`config.mk`:
```
export PLATFORM = sky130hd
export DESIGN_NAME = id_ex_stage
export DESIGN_NICKNAME = d
export VERILOG_FILES = /design/src/rtl/id_ex_stage.sv
export SDC_FILE = /design/constraint.sdc
export NUM_CORES = 1
export LEC_CHECK = 0
export BUFFER_PORTS_ARGS = -buffer_cell sky130_fd_sc_hd__buf_2
export CORE_AREA = 2 2 223 225
export DETAILED_ROUTE_END_ITERATION = 16
export DIE_AREA = 0 0 225 227
export SLEW_MARGIN = 20
export SYNTH_ARGS = -nofsm -noshare
export SYNTH_HDL_FRONTEND = slang
export SYNTH_SLANG_ARGS = --single-unit
```
`constraint.sdc`:
```
create_clock -name clk -period 2.6 [get_ports clk]
set_input_delay 0.26 -clock clk [delete_from_list [all_inputs] [get_ports clk]]
set_output_delay 0.26 -clock clk [all_outputs]
set_load 0.02 [all_outputs]
```
`src/rtl/id_ex_stage.sv`:
```
//------------------------------------------------------------------------------
// Module      : id_ex_stage
// Description : ID/EX pipeline register for the RV64 5-stage pipeline, with
//               load-use hazard detection, flush and freeze. Optional
//               load-use stall counter enabled by macro ID_EX_STALL_CNT_EN.
// Revision    : 1.0 - initial release
//------------------------------------------------------------------------------
`default_nettype none

module id_ex_stage #(
   parameter int XLEN   = 64,
   parameter int REG_AW = 5
) (
   input  logic              clk,
   input  logic              reset,
   input  logic              id_valid,
   input  logic              id_reg_write,
   input  logic              id_mem_to_reg,
   input  logic              id_mem_read,
   input  logic              id_mem_write,
   input  logic              id_branch,
   input  logic              id_alu_src,
   input  logic [1:0]        id_alu_op,
   input  logic [XLEN-1:0]   id_pc,
   input  logic [XLEN-1:0]   id_rs1_data,
   input  logic [XLEN-1:0]   id_rs2_data,
   input  logic [XLEN-1:0]   id_imm,
   input  logic [REG_AW-1:0] id_rs1,
   input  logic [REG_AW-1:0] id_rs2,
   input  logic [REG_AW-1:0] id_rd,
   input  logic [2:0]        id_funct3,
   input  logic              id_funct7b5,
   input  logic              flush,
   input  logic              freeze,
`ifdef ID_EX_STALL_CNT_EN
   output logic [31:0]       stall_cnt,
`endif
   output logic              pc_write,
   output logic              if_id_write,
   output logic              ex_valid,
   output logic              ex_reg_write,
   output logic              ex_mem_to_reg,
   output logic              ex_mem_read,
   output logic              ex_mem_write,
   output logic              ex_branch,
   output logic              ex_alu_src,
   output logic [1:0]        ex_alu_op,
   output logic [XLEN-1:0]   ex_pc,
   output logic [XLEN-1:0]   ex_rs1_data,
   output logic [XLEN-1:0]   ex_rs2_data,
   output logic [XLEN-1:0]   ex_imm,
   output logic [REG_AW-1:0] ex_rs1,
   output logic [REG_AW-1:0] ex_rs2,
   output logic [REG_AW-1:0] ex_rd,
   output logic [2:0]        ex_funct3,
   output logic              ex_funct7b5
);

   logic              r_valid;
   logic              r_reg_write;
   logic              r_mem_to_reg;
   logic              r_mem_read;
   logic              r_mem_write;
   logic              r_branch;
   logic              r_alu_src;
   logic [1:0]        r_alu_op;
   logic [XLEN-1:0]   r_pc;
   logic [XLEN-1:0]   r_rs1_data;
   logic [XLEN-1:0]   r_rs2_data;
   logic [XLEN-1:0]   r_imm;
   logic [REG_AW-1:0] r_rs1;
   logic [REG_AW-1:0] r_rs2;
   logic [REG_AW-1:0] r_rd;
   logic [2:0]        r_funct3;
   logic              r_funct7b5;

   logic w_load_use;
   logic w_bubble;

   // rs2 is compared regardless of opcode; a spurious stall behind ld is harmless.
   assign w_load_use = r_valid & r_mem_read & (r_rd != '0) & id_valid &
                       ((r_rd == id_rs1) | (r_rd == id_rs2));

   assign pc_write    = ~(w_load_use | freeze);
   assign if_id_write = ~(w_load_use | freeze);

   // Flush overrides freeze; a load-use bubble only applies when not frozen.
   assign w_bubble = reset | flush | (~freeze & w_load_use);

   always_ff @(posedge clk) begin
      if (w_bubble) begin
         r_valid      <= 1'b0;
         r_reg_write  <= 1'b0;
         r_mem_to_reg <= 1'b0;
         r_mem_read   <= 1'b0;
         r_mem_write  <= 1'b0;
         r_branch     <= 1'b0;
         r_alu_src    <= 1'b0;
         r_alu_op     <= 2'b00;
         r_pc         <= '0;
         r_rs1_data   <= '0;
         r_rs2_data   <= '0;
         r_imm        <= '0;
         r_rs1        <= '0;
         r_rs2        <= '0;
         r_rd         <= '0;
         r_funct3     <= 3'b000;
         r_funct7b5   <= 1'b0;
      end else if (!freeze) begin
         r_valid      <= id_valid;
         r_reg_write  <= id_reg_write  & id_valid;
         r_mem_to_reg <= id_mem_to_reg & id_valid;
         r_mem_read   <= id_mem_read   & id_valid;
         r_mem_write  <= id_mem_write  & id_valid;
         r_branch     <= id_branch     & id_valid;
         r_alu_src    <= id_alu_src    & id_valid;
         r_alu_op     <= id_alu_op & {2{id_valid}};
         r_pc         <= id_pc;
         r_rs1_data   <= id_rs1_data;
         r_rs2_data   <= id_rs2_data;
         r_imm        <= id_imm;
         r_rs1        <= id_rs1;
         r_rs2        <= id_rs2;
         r_rd         <= id_rd;
         r_funct3     <= id_funct3;
         r_funct7b5   <= id_funct7b5;
      end
   end

`ifdef ID_EX_STALL_CNT_EN
   logic [31:0] r_stall_cnt;

   always_ff @(posedge clk) begin
      if (reset) begin
         r_stall_cnt <= 32'd0;
      end else if (!flush && !freeze && w_load_use) begin
         r_stall_cnt <= r_stall_cnt + 32'd1;
      end
   end

   assign stall_cnt = r_stall_cnt;
`endif

   assign ex_valid      = r_valid;
   assign ex_reg_write  = r_reg_write;
   assign ex_mem_to_reg = r_mem_to_reg;
   assign ex_mem_read   = r_mem_read;
   assign ex_mem_write  = r_mem_write;
   assign ex_branch     = r_branch;
   assign ex_alu_src    = r_alu_src;
   assign ex_alu_op     = r_alu_op;
   assign ex_pc         = r_pc;
   assign ex_rs1_data   = r_rs1_data;
   assign ex_rs2_data   = r_rs2_data;
   assign ex_imm        = r_imm;
   assign ex_rs1        = r_rs1;
   assign ex_rs2        = r_rs2;
   assign ex_rd         = r_rd;
   assign ex_funct3     = r_funct3;
   assign ex_funct7b5   = r_funct7b5;

endmodule

`default_nettype wire
```
* Word-level counts from Yosys, hierarchy flattened
Cells that the tools add are included.
Cells by class: equal/unequal tests 2, bitwise operators 18, reductions and logical operators 1
Operators with widths (count):
- 1-bit bitwise AND | 11
- 5-bit equality test | 2
- 5-bit nonzero test | 1
- 1-bit bitwise OR | 4
- 2-bit bitwise AND | 1
- 1-bit inverter | 2
Storage, ports and cells: flip-flop bits (word level) 284, input bits 288, output and inout port bits 286, word-level logic and storage cells 38

* Longest topological paths before layout
Gate-level depths: netlist of run 1.
depth in word-level cells 6, mapped depth 8, gate-level depth less buffers 5

* Least setup slack after synthesis of run 1
Ideal clock, no wire load.
path type register -> output, from register r_rd[0], in the netlist ex_rd[0], to output port pc_write, arrival 1723 ps, data required time 2340 ps, slack 617 ps, cell stages (with the launch flop) 6, path buffers 1, path through dfxtp_1 or4_1 o2111ai_2 nor2_1 nor2_1 buf_4
Between the ends: word-level cells in the longest chain between the ends 6, elaborated cells between the ends (all ways) 9, classes of those cells 2 x eq/ne; 6 x bitwise; 1 x reduce/logical
RTL lines:
- from (decl) | line 73 | logic [REG_AW-1:0] r_rd;
- from (signal assigned) | line 124 | r_rd <= id_rd;
- 5-bit nonzero test | line 81 | assign w_load_use = r_valid & r_mem_read & (r_rd != '0) & id_valid &
- 1-bit bitwise AND (2 in series) | line 81
- 1-bit bitwise AND (*) | line 81
- 1-bit bitwise OR (*)
- 1-bit inverter (*)
- to (decl) | line 38 | output logic pc_write,
Mark *: on every way between the ends. The rest lies on a longest branch, timed or not.

* Final worst setup path of run 1
from register r_rd[0], in the netlist ex_rd[0], to output port if_id_write
Between the ends: word-level cells in the longest chain between the ends 6, elaborated cells between the ends (all ways) 9, classes of those cells 2 x eq/ne; 6 x bitwise; 1 x reduce/logical
RTL lines:
- 5-bit nonzero test | line 81
- 1-bit bitwise AND (2 in series) | line 81
- 1-bit bitwise AND (*) | line 81
- 1-bit bitwise OR (*) | line 85 | assign if_id_write = ~(w_load_use | freeze);
- 1-bit inverter (*) | line 85
- to (decl) | line 39 | output logic if_id_write,
Marked as above.

==> metrics, run 1 <==
top fanout value on the critical path 5; synthesis-to-finish area growth 81.40%; H-tree levels 1; Critical Path Max Stage Delay between 0.5 and 0.6 ns; Synth cell types 17; fraction of synthesis flops using an asynchronous set or reset pin 0%; Placement Cell Area 0.01220 mm2; final worst slack about 0.13 ns; max-capacitance violation count 0; crit path launch type register; DRC Markers 0; count of nets after finishing 1,780; Max transition margin 66.99%; number of I/O pins between 500 and 600; Data arrival, critical path 2.21 ns; total leakage power about 7.7 nW; Final Wtd Congestion roughly 0.80; Fin Setup TNS 0 ns; leading cell types by total area after synthesis dfxtp_1 (64%), a22o_1 (27%), buf_6 (3.4%); maximum vdd drop around 0.47 mV; synthesized netlist net count between 900 and 1,000; worst hold path type in -> reg; final total power roughly 10 mW; Rows 81; Resized Gates After CTS 0; PD cells approximately 630 mW/mm2; CP Data Required Time 2.34 ns; core outline area around 0.049 mm2; first drt pass iteration count 4; number of setup violations in the final report 0; gate count after technology mapping about 660; Routed met3 length between 2000 and 2500 um; number of flip-flops and latches in the synthesized netlist ~280; post-CTS setup repair buffer count 0; number of input and output port buffers inserted about 570; total via count in the routed design about 9,000; predominant post-synthesis flop cell dfxtp_1; vias in the first global route 9,050; CTS tree done; number of clock sinks ~280; kind of critical path reg -> out; largest net degree at the start of global routing 76; wire length of the first global-routing pass ~50,000 um; number of enable-type register cells in the synthesized netlist 0; chain of cells forming the critical path or4_1, o2111ai_2, nor2_1, nor2_1, buf_2; area of all sequential standard cells approximately 0.0057 mm2; total inserted antenna cells 0; cell area after layout between 0.015 and 0.02 mm2; crit end category output pin; Initial Util between 15 and 20%; CTS root buffer clkbuf_16; Worst path most repeated cell nor2_1; transition at the pin with the smallest max-transition slack between 0.4 and 0.5 ns; fraction of final layout cells sized beyond drive strength 1 a little over two fifths; Antenna Nets Post-Route 0; wire length the detailed router placed on met1 around 13,000 um; number of antenna violations at the first check in global routing 0; status finished, final reports clean; Final period util roughly 95%; RSZ-0062 raised after global routing no; top layer reached by signal wires met4; part of the Yosys area used for sequential elements ~64%; count of routing violations after the opening detailed-route iteration approximately 360; endpoints failing hold 0; Clock Path Buffers 3; Hold WS about 0.19 ns; worst setup slack after placement about 0.53 ns; area of combinational cells with multiple inputs between 0.002 and 0.003 mm2; count of pins over their slew limit 0; cell type of the slowest stage on the worst timing path or4_1; clock transition at the register clock pins on the worst setup and hold paths after CTS 0.06 ns; post-synth top area cell dfxtp_1; syn_area_per_cell around 13 um2; share of the synthesized area in the top cell type between 60% and 70%; overflow left after global routing 0; Max Clock Skew 0.01539 ns; all-layer global routing usage ~12%; clock latency at the later pin of the worst-skew pair 0.56 ns; Fill cells ~4,700; dpl hpwl about 21,000 um; count of synthesis-stage warnings from yosys 0; netlist area before placement approximately 0.009 mm2; wire length per cell after detailed routing 15.94 um; Die Span X about 230 um; met2 WL ~17,000 um; total CTS buffers 30; peak clock frequency supported by timing between 400 and 500 MHz; Avg Vias per Cell about 4.2; shortest clock period the worst path allows after layout 2.470 ns; Total Routed Length roughly 34,000 um; cts hold-fix bufs 283; Chip Height about 230 um; die outline area just over 0.05 mm2
-- synthesized netlist by cell type (2+ instances only) --
| cell | n |
|---|---|
| a22o_1 | 276 |
| a32o_1 | 8 |
| buf_2 | 2 |
| buf_4 | 2 |
| buf_6 | 27 |
| buf_8 | 2 |
| clkbuf_1 | 31 |
| dfxtp_1 | 284 |
| nor2_1 | 4 |
| nor3_1 | 3 |
| xor2_1 | 10 |
-- logic make-up after synthesis --
kind of cell	share of synthesized area, %
buffers and inverters	5.430
AND/OR/NAND/NOR	0.5104
flip-flops	64.43
AO/OA/AOI/OAI	28.64
XOR/XNOR	0.9924
-- metrics by stage --
| step | std cells | utilization, % |
|---|---|---|
| floorplan | 655 | - |
| global placement | 1799 | 25.12 |
| detailed placement | 1799 | 25.12 |
| CTS | 2132 | 32.98 |
| global route | 2132 | 32.98 |
| finish | 2132 | 32.98 |
-- power breakdown --
group          internal, mW  switching (mW)  total (mW)
Sequential             4.50          0.0863        4.58
Combinational         0.666           0.561        1.23
Clock                  2.52            1.74        4.27
-- area by class of cell --
cell class                      instances  share of cell area [%]
Clock inverter                          9                  0.6566
Clock buffer                           41                   5.456
Sequential cell                       284                   35.52
Tap cell                              622                   4.862
Timing Repair Buffer                  870                   36.81
Multi-Input combinational cell        306                   16.70
-- layer usage --
metal  track usage (%)  vias up
met5                 0        -
met4             5.832        0
met3             2.646       78
met2             20.81      463
met1             14.28     4223
li1                  -     4204
-- placed cells by master (no fill, tap or decap), types with 2 or more instances in the layout --
master         instances
xor2_1                10
buf_4                  7
bufinv_16              2
clkbuf_8               6
nor3_1                 3
a32o_1                 8
nor2_1                 4
dlygate4sd3_1        283
buf_12                 7
clkinv_2               4
a22o_1               276
buf_2                573
dfxtp_1              284
clkbuf_1               4
clkbuf_16             31
-- final timing paths --
kind	start	end	slack, ns	cells after the start
worst max register to register	ex_rd[0]$_SDFFE_PP0N_	ex_rs1_data[19]$_SDFFE_PP0N_	0.46	5
worst min-delay path	id_valid	ex_valid$_SDFFE_PP0N_	0.19	2
worst min register to register	ex_rs2_data[34]$_SDFFE_PP0N_	ex_rs2_data[34]$_SDFFE_PP0N_	0.47	1
worst max-delay path	ex_rd[0]$_SDFFE_PP0N_	if_id_write	0.13	5
-- worst max-delay path: cells and delay by family (launching register included) --
| family | cells | cell delay, ns |
|---|---|---|
| simple gates | 3 | 0.86 |
| buf+inv | 1 | 0.21 |
| compound gates | 1 | 0.22 |
| flops | 1 | 0.36 |
(Power assumes the default switching activity.)
==> run 2, diff against run 1 <==
--- a/config.mk
+++ b/config.mk
@@ -6,9 +6,10 @@
 export NUM_CORES = 1
 export LEC_CHECK = 0
 export BUFFER_PORTS_ARGS = -buffer_cell sky130_fd_sc_hd__buf_2
-export CORE_AREA = 2 2 223 225
+export CORE_AREA = 2 2 222 224
+export CTS_CLUSTER_DIAMETER = 40
 export DETAILED_ROUTE_END_ITERATION = 16
-export DIE_AREA = 0 0 225 227
+export DIE_AREA = 0 0 224 226
 export SLEW_MARGIN = 20
 export SYNTH_ARGS = -nofsm -noshare
 export SYNTH_HDL_FRONTEND = slang
==> run 2 against run 1 <==
Net effect: critical path depth is the same; register-to-register slack lost 0.05 ns; highest routed layer unchanged; power increased by 19%; design area increased by 3.1%; routed wire length rose by 2.5%; maximum frequency decreased by 0.32%; combinational power is essentially flat; clock skew up 0.0091 ns; largest cell class unchanged; global-route usage rose by 0.64 points.
==> metrics, run 2 (synthesis results as in run 1) <==
Data arrival, critical path 2.22 ns (was 2.21 ns); Chip Height 226 um (was 227 um); wire length of the first global-routing pass 51,050 um (was 49,430 um); wire length per cell after detailed routing 16.17 um (was 15.94 um); crit path launch type register (unchanged); worst setup slack after placement 0.4814 ns (was 0.5338 ns); number of I/O pins 574 (unchanged); Fin Setup TNS 0 ns (unchanged); total leakage power 7.938 nW (was 7.716 nW); top fanout value on the critical path 5 (unchanged); Die Span X 224 um (was 225 um); PD cells 723.6 mW/mm2 (was 629.4 mW/mm2); chain of cells forming the critical path or4_1, o2111ai_2, nor2_1, nor2_2, buf_2 (was or4_1, o2111ai_2, nor2_1, nor2_1, buf_2); number of input and output port buffers inserted 573 (unchanged); Total Routed Length 34,840 um (was 33,990 um); total via count in the routed design 9,070 (was 8,968); cell area after layout 0.01651 mm2 (was 0.01601 mm2); overflow left after global routing 0 (unchanged); Critical Path Max Stage Delay 0.57 ns (was 0.56 ns); dpl hpwl 21,750 um (was 21,400 um); all-layer global routing usage 12.73% (was 12.08%); die outline area 0.05062 mm2 (was 0.05108 mm2); CTS tree done (unchanged); largest net degree at the start of global routing 139 (was 76); Final Wtd Congestion 0.7922 (was 0.7985); number of clock sinks 284 (unchanged); maximum vdd drop 0.4316 mV (was 0.4724 mV); total CTS buffers 44 (was 30); Initial Util 18.25% (was 18.18%); Final period util 95.33% (was 95.02%); Clock Path Buffers 3 (unchanged); RSZ-0062 raised after global routing no (unchanged); clock latency at the later pin of the worst-skew pair 0.55 ns (was 0.56 ns); endpoints failing hold 0 (unchanged); commonest non-fill, non-tap cells in the layout buf_2 (572), dfxtp_1 (284), dlygate4sd3_1 (282), a22o_1 (276), clkbuf_16 (45) (was buf_2 (573), dfxtp_1 (284), dlygate4sd3_1 (283), a22o_1 (276), clkbuf_16 (31)); number of antenna violations at the first check in global routing 1 (was 0); DRC Markers 0 (unchanged); Rows 81 (unchanged); Avg Vias per Cell 4.209 (was 4.206); worst hold path type in -> reg (unchanged); post-CTS setup repair buffer count 0 (unchanged); transition at the pin with the smallest max-transition slack 0.7225 ns (was 0.4914 ns); post-layout util 34.15% (was 32.98%); fraction of final layout cells sized beyond drive strength 1 43.21% (was 42.12%); count of pins over their slew limit 0 (unchanged); H-tree levels 2 (was 1); clock transition at the register clock pins on the worst setup and hold paths after CTS 0.05 ns (was 0.06 ns); CTS root buffer clkbuf_16 (unchanged); synthesis-to-finish area growth 87.10% (was 81.40%); peak clock frequency supported by timing 403.5 MHz (was 404.8 MHz); crit end category output pin (unchanged); first drt pass iteration count 5 (was 4); number of setup violations in the final report 0 (unchanged); commonest non-fill, non-tap cell in the layout buf_2 (unchanged); Placement Cell Area 0.01212 mm2 (was 0.01220 mm2); count of nets after finishing 1,786 (was 1,780); count of routing violations after the opening detailed-route iteration 399 (was 362); kind of critical path reg -> out (unchanged); core outline area 0.04834 mm2 (was 0.04855 mm2); max-capacitance violation count 0 (unchanged); Max Clock Skew 0.02451 ns (was 0.01539 ns); shortest clock period the worst path allows after layout 2.478 ns (was 2.470 ns); Max transition margin 51.83% (was 66.99%); vias in the first global route 9,306 (was 9,050); cell type of the slowest stage on the worst timing path or4_1 (unchanged); status finished, final reports clean (unchanged); Antenna Nets Post-Route 0 (unchanged); final worst slack 0.1215 ns (was 0.1295 ns); Hold WS 0.02992 ns (was 0.1875 ns); CP Data Required Time 2.34 ns (about the same)
[run 2: cell count changes in the layout (fill, tap and decap cells not counted), moves of 4 or more]
cell        before  now
clkbuf_16       31   45
clkinvlp_4       1    6
inv_6            1    6
buf_4            7    3
bufinv_16        2    6
clkinv_4         1    5
[run 2: metal layers]
metal	up-vias	global-route usage (%)	wire, um	part of all wire (%)
li1	4242	-	-	-
met1	4308	14.60	14030	40
met2	427	21.68	16950	49
met3	93	3.448	2418	6.9
met4	0	6.624	1441	4.1
met5	-	0	0	0
[run 2: power breakdown]
part           switching (mW)  leakage, nW  total (mW)  internal [mW]
logic                   0.560         4.87        1.22          0.657
clock network            2.19        0.750        6.14           3.95
registers              0.0871         2.31        4.59           4.50
total                    2.84         7.94        11.9           9.11
[run 2: path summary, 6_finish.rpt]
check / from / endpoint / slack (ns) / cells past startpoint
hold reg to reg: ex_pc[25]$_SDFFE_PP0N_ / ex_pc[25]$_SDFFE_PP0N_ / 0.46 / 1
setup reg to reg: ex_rd[0]$_SDFFE_PP0N_ / ex_rs2_data[30]$_SDFFE_PP0N_ / 0.41 / 5
setup / recovery: ex_rd[0]$_SDFFE_PP0N_ / pc_write / 0.12 / 5
hold / removal: id_rs1[0] / ex_rs1[0]$_SDFFE_PP0N_ / 0.03 / 2
[run 2: critical path, delay by kind of cell (launching register included)]
kind	cells	cell delay (ns)
AO/OA/AOI/OAI	1	0.23
buffers and inverters	1	0.18
flip-flops	1	0.36
AND/OR/NAND/NOR	3	0.90
[run 2: stage by stage]
stage               cells  total power, mW
floorplan             655            5.109
global placement     1792            5.522
detailed placement   1792            5.533
CTS                  2154            12.08
global route         2155            12.38
finish               2155            11.95
[run 2: what timing repair did]
item | in CTS | in global routing
setup endpoints to repair | 0 | 2
endpoints found under the hold margin | 282 | 0
hold buffers | 282 | 0
resized for setup | 0 | 2
[run 2: final cells by class]
class                           count  area, um2
Clock inverter                     28      359.1
Antenna cell                        1      2.502
Timing Repair Buffer              862       5808
Sequential cell                   284       5685
Multi-Input combinational cell    306       2675
Tap cell                          622      778.2
Fill cell                        4657      31830
Clock buffer                       52       1202
